$ cat config.mk
export PLATFORM = sky130hd
export DESIGN_NAME = m_condcode_serial
export DESIGN_NICKNAME = d
export VERILOG_FILES = /design/src/rtl/m_condcode_serial.sv
export SDC_FILE = /design/constraint.sdc
export NUM_CORES = 1
export LEC_CHECK = 0
export CAP_MARGIN = 40
export CORE_UTILIZATION = 52
export CTS_BUF_LIST = sky130_fd_sc_hd__clkbuf_4
export CTS_CLUSTER_SIZE = 16
export DETAILED_ROUTE_END_ITERATION = 16
export PLACE_DENSITY = 0.82
export SLEW_MARGIN = 20
export SYNTH_ARGS = -nofsm -noshare
export SYNTH_HDL_FRONTEND = slang
export SYNTH_SLANG_ARGS = --single-unit
export TNS_END_PERCENT = 10
$ cat constraint.sdc
create_clock -name clk -period 2.6 [get_ports clk]
set_clock_uncertainty 0.2 [all_clocks]
set_input_delay 0.26 -clock clk [delete_from_list [all_inputs] [get_ports clk]]
set_output_delay 0.26 -clock clk [all_outputs]
set_load 0.05 [all_outputs]
$ cat src/rtl/m_condcode_serial.sv
// Digit-serial compare unit: resolves branch conditions and SLT/SLTU MSB-first, DW bits per cycle.
// Optional early termination on the first differing digit: define CONDCODE_SERIAL_EARLY_EXIT_EN.
module m_condcode_serial #(
    parameter int XLEN = 32,
    parameter int DW   = 8
) (
    input  logic            clk,
    input  logic            rst,
    input  logic            start,
    input  logic            is_branch,
    input  logic [2:0]      func3,
    input  logic [XLEN-1:0] a,
    input  logic [XLEN-1:0] b,
    output logic            busy,
    output logic            done,
    output logic            result
);
    localparam int N  = XLEN / DW;
    localparam int CW = (N > 1) ? $clog2(N) : 1;

    typedef enum logic {IDLE, RUN} state_t;

    state_t          state_reg, state_next;
    logic [XLEN-1:0] sa_reg, sa_next;
    logic [XLEN-1:0] sb_reg, sb_next;
    logic            lt_reg, lt_next;
    logic            gt_reg, gt_next;
    logic [CW-1:0]   cnt_reg, cnt_next;
    logic            is_branch_reg, is_branch_next;
    logic [2:0]      func3_reg, func3_next;
    logic            done_reg, done_next;
    logic            result_reg, result_next;

    logic [DW-1:0]   digit_a, digit_b;
    logic            digit_lt, digit_gt;
    logic            lt_upd, gt_upd;
    logic            signed_in;
    logic            last_digit;

    function automatic logic cond_bit(input logic br, input logic [2:0] f3,
                                      input logic lt, input logic gt);
        logic eq;
        logic r;
        eq = ~lt & ~gt;
        r  = 1'b0;
        if (br) begin
            case (f3)
                3'b000:          r = eq;
                3'b001:          r = ~eq;
                3'b100, 3'b110:  r = lt;
                3'b101, 3'b111:  r = ~lt;
                default:         r = 1'b0;
            endcase
        end else begin
            case (f3)
                3'b010, 3'b011:  r = lt;
                default:         r = 1'b0;
            endcase
        end
        return r;
    endfunction

    assign digit_a  = sa_reg[XLEN-1 -: DW];
    assign digit_b  = sb_reg[XLEN-1 -: DW];
    assign digit_lt = digit_a < digit_b;
    assign digit_gt = digit_a > digit_b;

    // The first differing digit decides; later digits cannot overturn it.
    assign lt_upd = lt_reg | (~lt_reg & ~gt_reg & digit_lt);
    assign gt_upd = gt_reg | (~lt_reg & ~gt_reg & digit_gt);

    assign signed_in = is_branch ? (func3 == 3'b100 || func3 == 3'b101)
                                 : (func3 == 3'b010);

`ifdef CONDCODE_SERIAL_EARLY_EXIT_EN
    assign last_digit = (cnt_reg == CW'(N - 1)) || (~lt_reg & ~gt_reg & (digit_lt | digit_gt));
`else
    assign last_digit = (cnt_reg == CW'(N - 1));
`endif

    always_comb begin
        state_next     = state_reg;
        sa_next        = sa_reg;
        sb_next        = sb_reg;
        lt_next        = lt_reg;
        gt_next        = gt_reg;
        cnt_next       = cnt_reg;
        is_branch_next = is_branch_reg;
        func3_next     = func3_reg;
        done_next      = 1'b0;
        result_next    = result_reg;
        case (state_reg)
            IDLE: begin
                if (start) begin
                    sa_next        = a;
                    sb_next        = b;
                    // Flipping the sign bits maps two's complement order onto unsigned order.
                    if (signed_in) begin
                        sa_next[XLEN-1] = ~a[XLEN-1];
                        sb_next[XLEN-1] = ~b[XLEN-1];
                    end
                    is_branch_next = is_branch;
                    func3_next     = func3;
                    lt_next        = 1'b0;
                    gt_next        = 1'b0;
                    cnt_next       = '0;
                    state_next     = RUN;
                end
            end
            RUN: begin
                lt_next  = lt_upd;
                gt_next  = gt_upd;
                sa_next  = sa_reg << DW;
                sb_next  = sb_reg << DW;
                cnt_next = cnt_reg + CW'(1);
                if (last_digit) begin
                    cnt_next    = '0;
                    done_next   = 1'b1;
                    result_next = cond_bit(is_branch_reg, func3_reg, lt_upd, gt_upd);
                    state_next  = IDLE;
                end
            end
            default: state_next = IDLE;
        endcase
    end

    always_ff @(posedge clk) begin
        if (rst) begin
            state_reg     <= IDLE;
            sa_reg        <= '0;
            sb_reg        <= '0;
            lt_reg        <= 1'b0;
            gt_reg        <= 1'b0;
            cnt_reg       <= '0;
            is_branch_reg <= 1'b0;
            func3_reg     <= 3'b000;
            done_reg      <= 1'b0;
            result_reg    <= 1'b0;
        end else begin
            state_reg     <= state_next;
            sa_reg        <= sa_next;
            sb_reg        <= sb_next;
            lt_reg        <= lt_next;
            gt_reg        <= gt_next;
            cnt_reg       <= cnt_next;
            is_branch_reg <= is_branch_next;
            func3_reg     <= func3_next;
            done_reg      <= done_next;
            result_reg    <= result_next;
        end
    end

    assign busy   = (state_reg == RUN);
    assign done   = done_reg;
    assign result = result_reg;
endmodule

==> metrics.md, run 1 <==
| Metric | Value |
|---|---|
| Outcome | completed |
| Fill count | between 500 and 600 |
| Dpl cells | approximately 530 |
| Critical-path maximum fanout | 3 |
| RSZ-0062 raised after global routing | false |
| Clock Power Share | roughly a quarter |
| Register area | ~1500 um^2 |
| Worst vdd ir | approximately 0.37 mV |
| TritonCTS Buffers | 9 |
| Vias in the first global route | 2584 |
| Insertion delay to the later sink of the worst-skew pair | slightly above 400 ps |
| FMAX | between 400 and 500 MHz |
| Comb power frac | 19.9% |
| Worst-Margin Slew | between 400 and 500 ps |
| Slew Viols, Final | 0 |
| Kind of critical path | register to register |
| P_sw | around 0.66 mW |
| Final hold violation count | 0 |
| Crit-path cells | inv_1 > ha_1 > nand4_1 > or4_1 > a31oi_1 > xor2_1 > a31oi_1 > a211oi_2 |
| Die height | 83.1 um |
| Max-cap violations | 0 |
| Pwr dens | 545 nW/um^2 |
| Final Setup Violations | 0 |
| Hold Buf Count CTS | 0 |
| Die W | approximately 83 um |
| Unique masters post-synth | 29 |
| WP buf/inv | 1 |
| Drt wl/cell | between 10 and 15 um |
| Cell Area, Synth | about 3400 um^2 |
| Family with the most delay on the worst path | simple AND/OR/NAND/NOR gates |
| Count of non-filler cells in the finished layout | around 550 |
| Critical path arrival | about 2500 ps |
| Ports | 74 |
| H-Tree Depth | 3 |
| Tmin final | 2320 ps |
| Most frequent cells in the layout | nor2_1, dfxtp_1, clkdlybuf4s50_1 |
| Hold Path Class | input port to register |
| Sw frac | between 20 and 30% |
| CP most frequent cell | a31oi_1 |
| Max clock buf depth | 2 |
| Final Cycle Share | roughly nine tenths |
| Setup TNS | 0 ps |
| ANT cells | 0 |
| CP peak stage delay | 490 ps |
| Int Pwr | between 1.5 and 2 mW |
| Yosys warning count | 0 |
| Most common cell after layout, fill and taps aside | nor2_1 |
| R2R Path Start | sb_reg[31] |
| Routability cong. | ~0.8 |
| Starting density of the core | roughly 54% |
| Vias | around 2900 |
| Cts repair resizes | 0 |
| Drt first-iter violations | between 200 and 250 |
| Power Total | between 2 and 2.5 mW |
| Post-CTS Repair Setup Buffers | 0 |
| Sequential fraction of the synthesis area | between 40% and 50% |
| Startpoint Class | register |
| Mapped Avg Cell Area | around 8.5 um^2 |
| Worst R2R End | result |
| Final #Nets | 545 |
| Routed Wire Length | between 7000 and 8000 um |
| Slew margin rel. | 67.2% |
| Kind of end point of the critical path | register |
| Port bufs | 73 |
| Post-route ant nets | 0 |
| Die ar. | slightly below 7000 um^2 |
| Largest net degree at the start of global routing | 43 |
| Number of synthesized register bits | 75 |
| Min-Delay Path Depth | 2 |
| Reg power frac | a little under three fifths |
| Hold path start | rst |
| Layout cell share with drive strength beyond 1 | under 10% |
| Row count | 29 |
| R2R setup slack | 280 ps |
| Root buffer selected by CTS | clkbuf_4 |
| Slowest cell on crit path | or4_1 |
| Mapped Cells | between 400 and 500 |
| First-pass detailed-route iteration total | 4 |
| DP HPWL | just over 5000 um |
| R2R cell count | 8 |
| WP data required | between 2000 and 3000 ps |
| First-pass GRT wire length | approximately 12000 um |
| Clock tree sinks | 75 |
| Overflow after GRT | 0 |
| Total GRT Usage | 21.8% |
| Initial antenna violation count | 0 |
| WHS | roughly 77 ps |
| TritonCTS clock tree | yes |
| Core box area | ~6300 um^2 |
| Vias/cell | about 5.2 |
| Lkg Pwr | around 1.9 nW |
| Hold Path End | sa_reg[17] |
| Synthesis-to-finish area growth | 25.2% |
| Clock Pin Slew Worst Setup and Hold Paths | around 110 ps |
| Multi-input combinational cell area | 1760 um^2 |
| Syn nets | between 400 and 500 |
| Drc violations | 0 |
## power by group through the flow
stage / Sequential, mW / Clock, mW / Combinational (mW)
2_1_floorplan: 1.29 / 0 / 0.309
3_3_place_gp: 1.30 / 0 / 0.452
3_5_place_dp: 1.31 / 0 / 0.464
4_1_cts: 1.28 / 0.606 / 0.467
5_1_grt: 1.29 / 0.653 / 0.521
6_report: 1.28 / 0.586 / 0.465
## through the flow
| stage | setup slack, ps | cell area [um^2] | util (%) |
|---|---|---|---|
| 2_1_floorplan | 487 | 3420 | - |
| 3_3_place_gp | 404 | 4180 | 65.9 |
| 3_5_place_dp | 299 | 4180 | 65.9 |
| 4_1_cts | 266 | 4280 | 67.4 |
| 5_1_grt | 131 | 4280 | 67.4 |
| 6_report | 280 | 4280 | 67.4 |
## Yosys cell counts
cell type | n | area, um^2
dfxtp_1 | 75 | 1500
buf_1 | 6 | 22.5
xnor2_1 | 2 | 17.5
mux2i_1 | 67 | 671
o211a_1 | 1 | 10.0
or4_1 | 1 | 7.51
nand4_1 | 3 | 18.8
nand2_1 | 3 | 11.3
nor3_1 | 1 | 5.00
nor4b_1 | 1 | 8.76
nand2b_1 | 2 | 12.5
o21ai_0 | 1 | 5.00
o21bai_1 | 1 | 7.51
xor2_1 | 1 | 8.76
inv_1 | 10 | 37.5
clkbuf_1 | 16 | 60.1
or2_2 | 1 | 6.26
nand3_1 | 1 | 5.00
a22oi_1 | 1 | 7.51
o211ai_1 | 2 | 15.0
mux2_2 | 2 | 22.5
ha_1 | 9 | 113
buf_2 | 7 | 35.0
a211oi_2 | 1 | 12.5
nor2_1 | 126 | 473
a21oi_1 | 56 | 280
nor2b_1 | 2 | 12.5
a31oi_1 | 3 | 18.8
nor3b_1 | 2 | 15.0
## how the worst max path moves through the flow
stage	start	endpoint	cells after the start
final	sb_reg[31]	result	8
after detailed placement	sb_reg[31]	result	8
after global routing	sb_reg[30]	result	8
after global placement	sb_reg[31]	result	8
after CTS	sb_reg[30]	result	8
after floorplan	sb_reg[31]	result	8
## metal layers
metal	part of all wire [%]	track usage, %
met1	47	29.7
met2	45	33.1
met3	5.8	4.87
met5	0	0
met4	1.7	9.40
## kinds of logic (layout without fill, tap and decap cells)
kind of cell / after synthesis / in the layout / synth area share (%)
DFF: 75 / 75 / 43.9
xor gates and xnor gates: 3 / 3 / 0.768
adders and majority gates: 9 / 9 / 3.29
muxes: 69 / 69 / 20.3
buffers and inverters: 39 / 104 / 4.54
and+or+nand+nor: 143 / 143 / 16.8
AOI/OAI and AO/OA: 66 / 66 / 10.4
## final cells by class
cell class | instances | area share (%)
multi-input combinational | 290 | 41.2
inverter | 10 | 0.876
clock inverter | 4 | 0.438
tap | 77 | 2.25
sequential | 75 | 35.1
clock buffer | 11 | 1.93
timing repair buffer | 79 | 18.2
(Power assumes the default switching activity.)
==> run 2, diff against run 1 <==
- CORE_ASPECT_RATIO: unset -> 1.75
- CORE_UTILIZATION: 52 -> 56
- PLACE_DENSITY: 0.82 -> 0.87
- clock period: 2.6 -> 2.8 ns (I/O delays scaled with it)
==> metrics.md, run 2 (synthesized netlist as in run 1, its figures left out) <==
| Metric | Value |
|---|---|
| Final #Nets | between 500 and 600 |
| Clock tree sinks | between 70 and 80 |
| First-pass detailed-route iteration total | 4 |
| WP data required | 2320 ps |
| DP HPWL | ~5500 um |
| Die W | 61.1 um |
| Startpoint Class | register |
| R2R cell count | 8 |
| Final hold violation count | 0 |
| Power Total | around 2.3 mW |
| Initial antenna violation count | 0 |
| Pwr dens | around 530 nW/um^2 |
| Vias/cell | around 5.3 |
| FMAX | approximately 420 MHz |
| Starting density of the core | about three fifths |
| Worst vdd ir | around 0.37 mV |
| Die height | between 100 and 150 um |
| Setup TNS | 0 ps |
| Vias | slightly below 3000 |
| Critical path arrival | 1890 ps |
| Largest net degree at the start of global routing | 71 |
| P_sw | between 0.6 and 0.7 mW |
| Slew Viols, Final | 0 |
| Crit path to | busy |
| Outcome | completed |
| Routability cong. | 0.838 |
| Max clock buf depth | 2 |
| Most frequent cells in the layout | nor2_1, dfxtp_1, clkdlybuf4s50_1 |
| H-Tree Depth | 3 |
| Int Pwr | ~1.7 mW |
| Max-cap violations | 0 |
| TritonCTS Buffers | 9 |
| Routed Wire Length | 7640 um |
| Insertion delay to the later sink of the worst-skew pair | 420 ps |
| Slowest cell on crit path | clkdlybuf4s50_1 |
| Overflow after GRT | 0 |
| Post-CTS Repair Setup Buffers | 0 |
| Final Util | approximately 74% |
| Reg power frac | 52.4% |
| TritonCTS clock tree | yes |
| Hold Path Class | input port to register |
| Core box area | between 5000 and 6000 um^2 |
| Worst-Margin Slew | 632 ps |
| First-pass GRT wire length | ~12000 um |
| Crit-path cells | clkdlybuf4s50_1 |
| Vias in the first global route | 2778 |
| Final Setup Violations | 0 |
| R2R Path Start | sb_reg[31] |
| Clock Pin Slew Worst Setup and Hold Paths | ~110 ps |
| Ports | between 70 and 80 |
| R2R setup slack | ~480 ps |
| Cell area after placement | 4180 um^2 |
| Total GRT Usage | between 20% and 30% |
| Drt first-iter violations | 114 |
| Tmin final | roughly 2400 ps |
| Finished Cell Area | 4320 um^2 |
| Most common cell after layout, fill and taps aside | nor2_1 |
| RSZ-0062 raised after global routing | false |
| Row count | 37 |
| Register area | roughly 1500 um^2 |
| Synthesis-to-finish area growth | 26.4% |
| Post-route ant nets | 0 |
| Slew margin rel. | between 50% and 60% |
| Port bufs | between 70 and 80 |
| Drc violations | 0 |
| Kind of critical path | register to output pin |
| Layout cell share with drive strength beyond 1 | between 5 and 6% |
| Multi-input combinational cell area | 1760 um^2 |
| Worst R2R End | result |
| Lkg Pwr | ~1.9 nW |
| CP peak stage delay | between 800 and 900 ps |
| Final Cycle Share | between 80% and 90% |
| Number of cells on the critical path | 1 |
| Sw frac | ~27% |
| Fill count | 460 |
| WHS | around 210 ps |
| Family with the most delay on the worst path | buffers and inverters |
| Comb power frac | 19.3% |
| WP buf/inv | 1 |
| Drt wl/cell | 13.9 um |
| Worst setup startpoint | busy |
| Die ar. | 6440 um^2 |
| Clock Power Share | 28.3% |
| Critical-path maximum fanout | 37 |
| ANT cells | 0 |
| Kind of end point of the critical path | output pin |
| Root buffer selected by CTS | clkbuf_4 |
[run 2: cell count changes in the layout (fill, tap and decap cells not counted), sizes merged]
cell	previous run	this run
buf	9	7
bufinv	0	1
clkdlybuf4s50	70	71
clkinv	4	2
dlygate4sd3	0	1
clkinvlp	0	2
[run 2: cell type report]
type                       instances  share of cell area (%)
tap                               78                    2.26
multi-input combinational        290                    40.8
inverter                          10                   0.868
clock buffer                      11                    1.91
clock inverter                     5                    1.24
timing repair buffer              79                    18.1
sequential                        75                    34.8
[run 2: power by group through the flow]
stage | combinational [mW] | sequential (mW) | clock, mW
2_1_floorplan | 0.287 | 1.19 | 0
3_3_place_gp | 0.419 | 1.21 | 0
3_5_place_dp | 0.434 | 1.21 | 0
4_1_cts | 0.439 | 1.19 | 0.659
5_1_grt | 0.484 | 1.20 | 0.703
6_report | 0.438 | 1.19 | 0.644
[run 2: what timing repair did]
action,4_1_cts,5_1_grt
endpoints found under the hold margin,4,0
resized for setup,0,0
hold buffers,1,0
[run 2: worst min path at each step]
stage               startpoint           end  slack (ps)  cells past startpoint
floorplan             func3[0]  func3_reg[0]         220                      2
global placement    sa_reg[14]    sa_reg[22]         260                      2
detailed placement  sb_reg[11]    sb_reg[19]         270                      2
CTS                      start    sa_reg[16]         210                      5
global route             start    sa_reg[16]         220                      5
finish                   start    sa_reg[16]         210                      5
[run 2: metal layers]
layer | GRT usage (%) | routed length [um] | vias to the layer above
met5 | 0 | 0 | -
met4 | 15.1 | 267 | 0
met3 | 4.66 | 256 | 21
met2 | 45.3 | 4140 | 63
met1 | 27.0 | 2970 | 1325
li1 | - | - | 1475
[run 2: metrics by stage]
step                      cells  worst slack [ps]
final                       548               430
after global placement      531               609
after detailed placement    531               514
after global routing        548               269
after CTS                   548               422
after floorplan             404               687
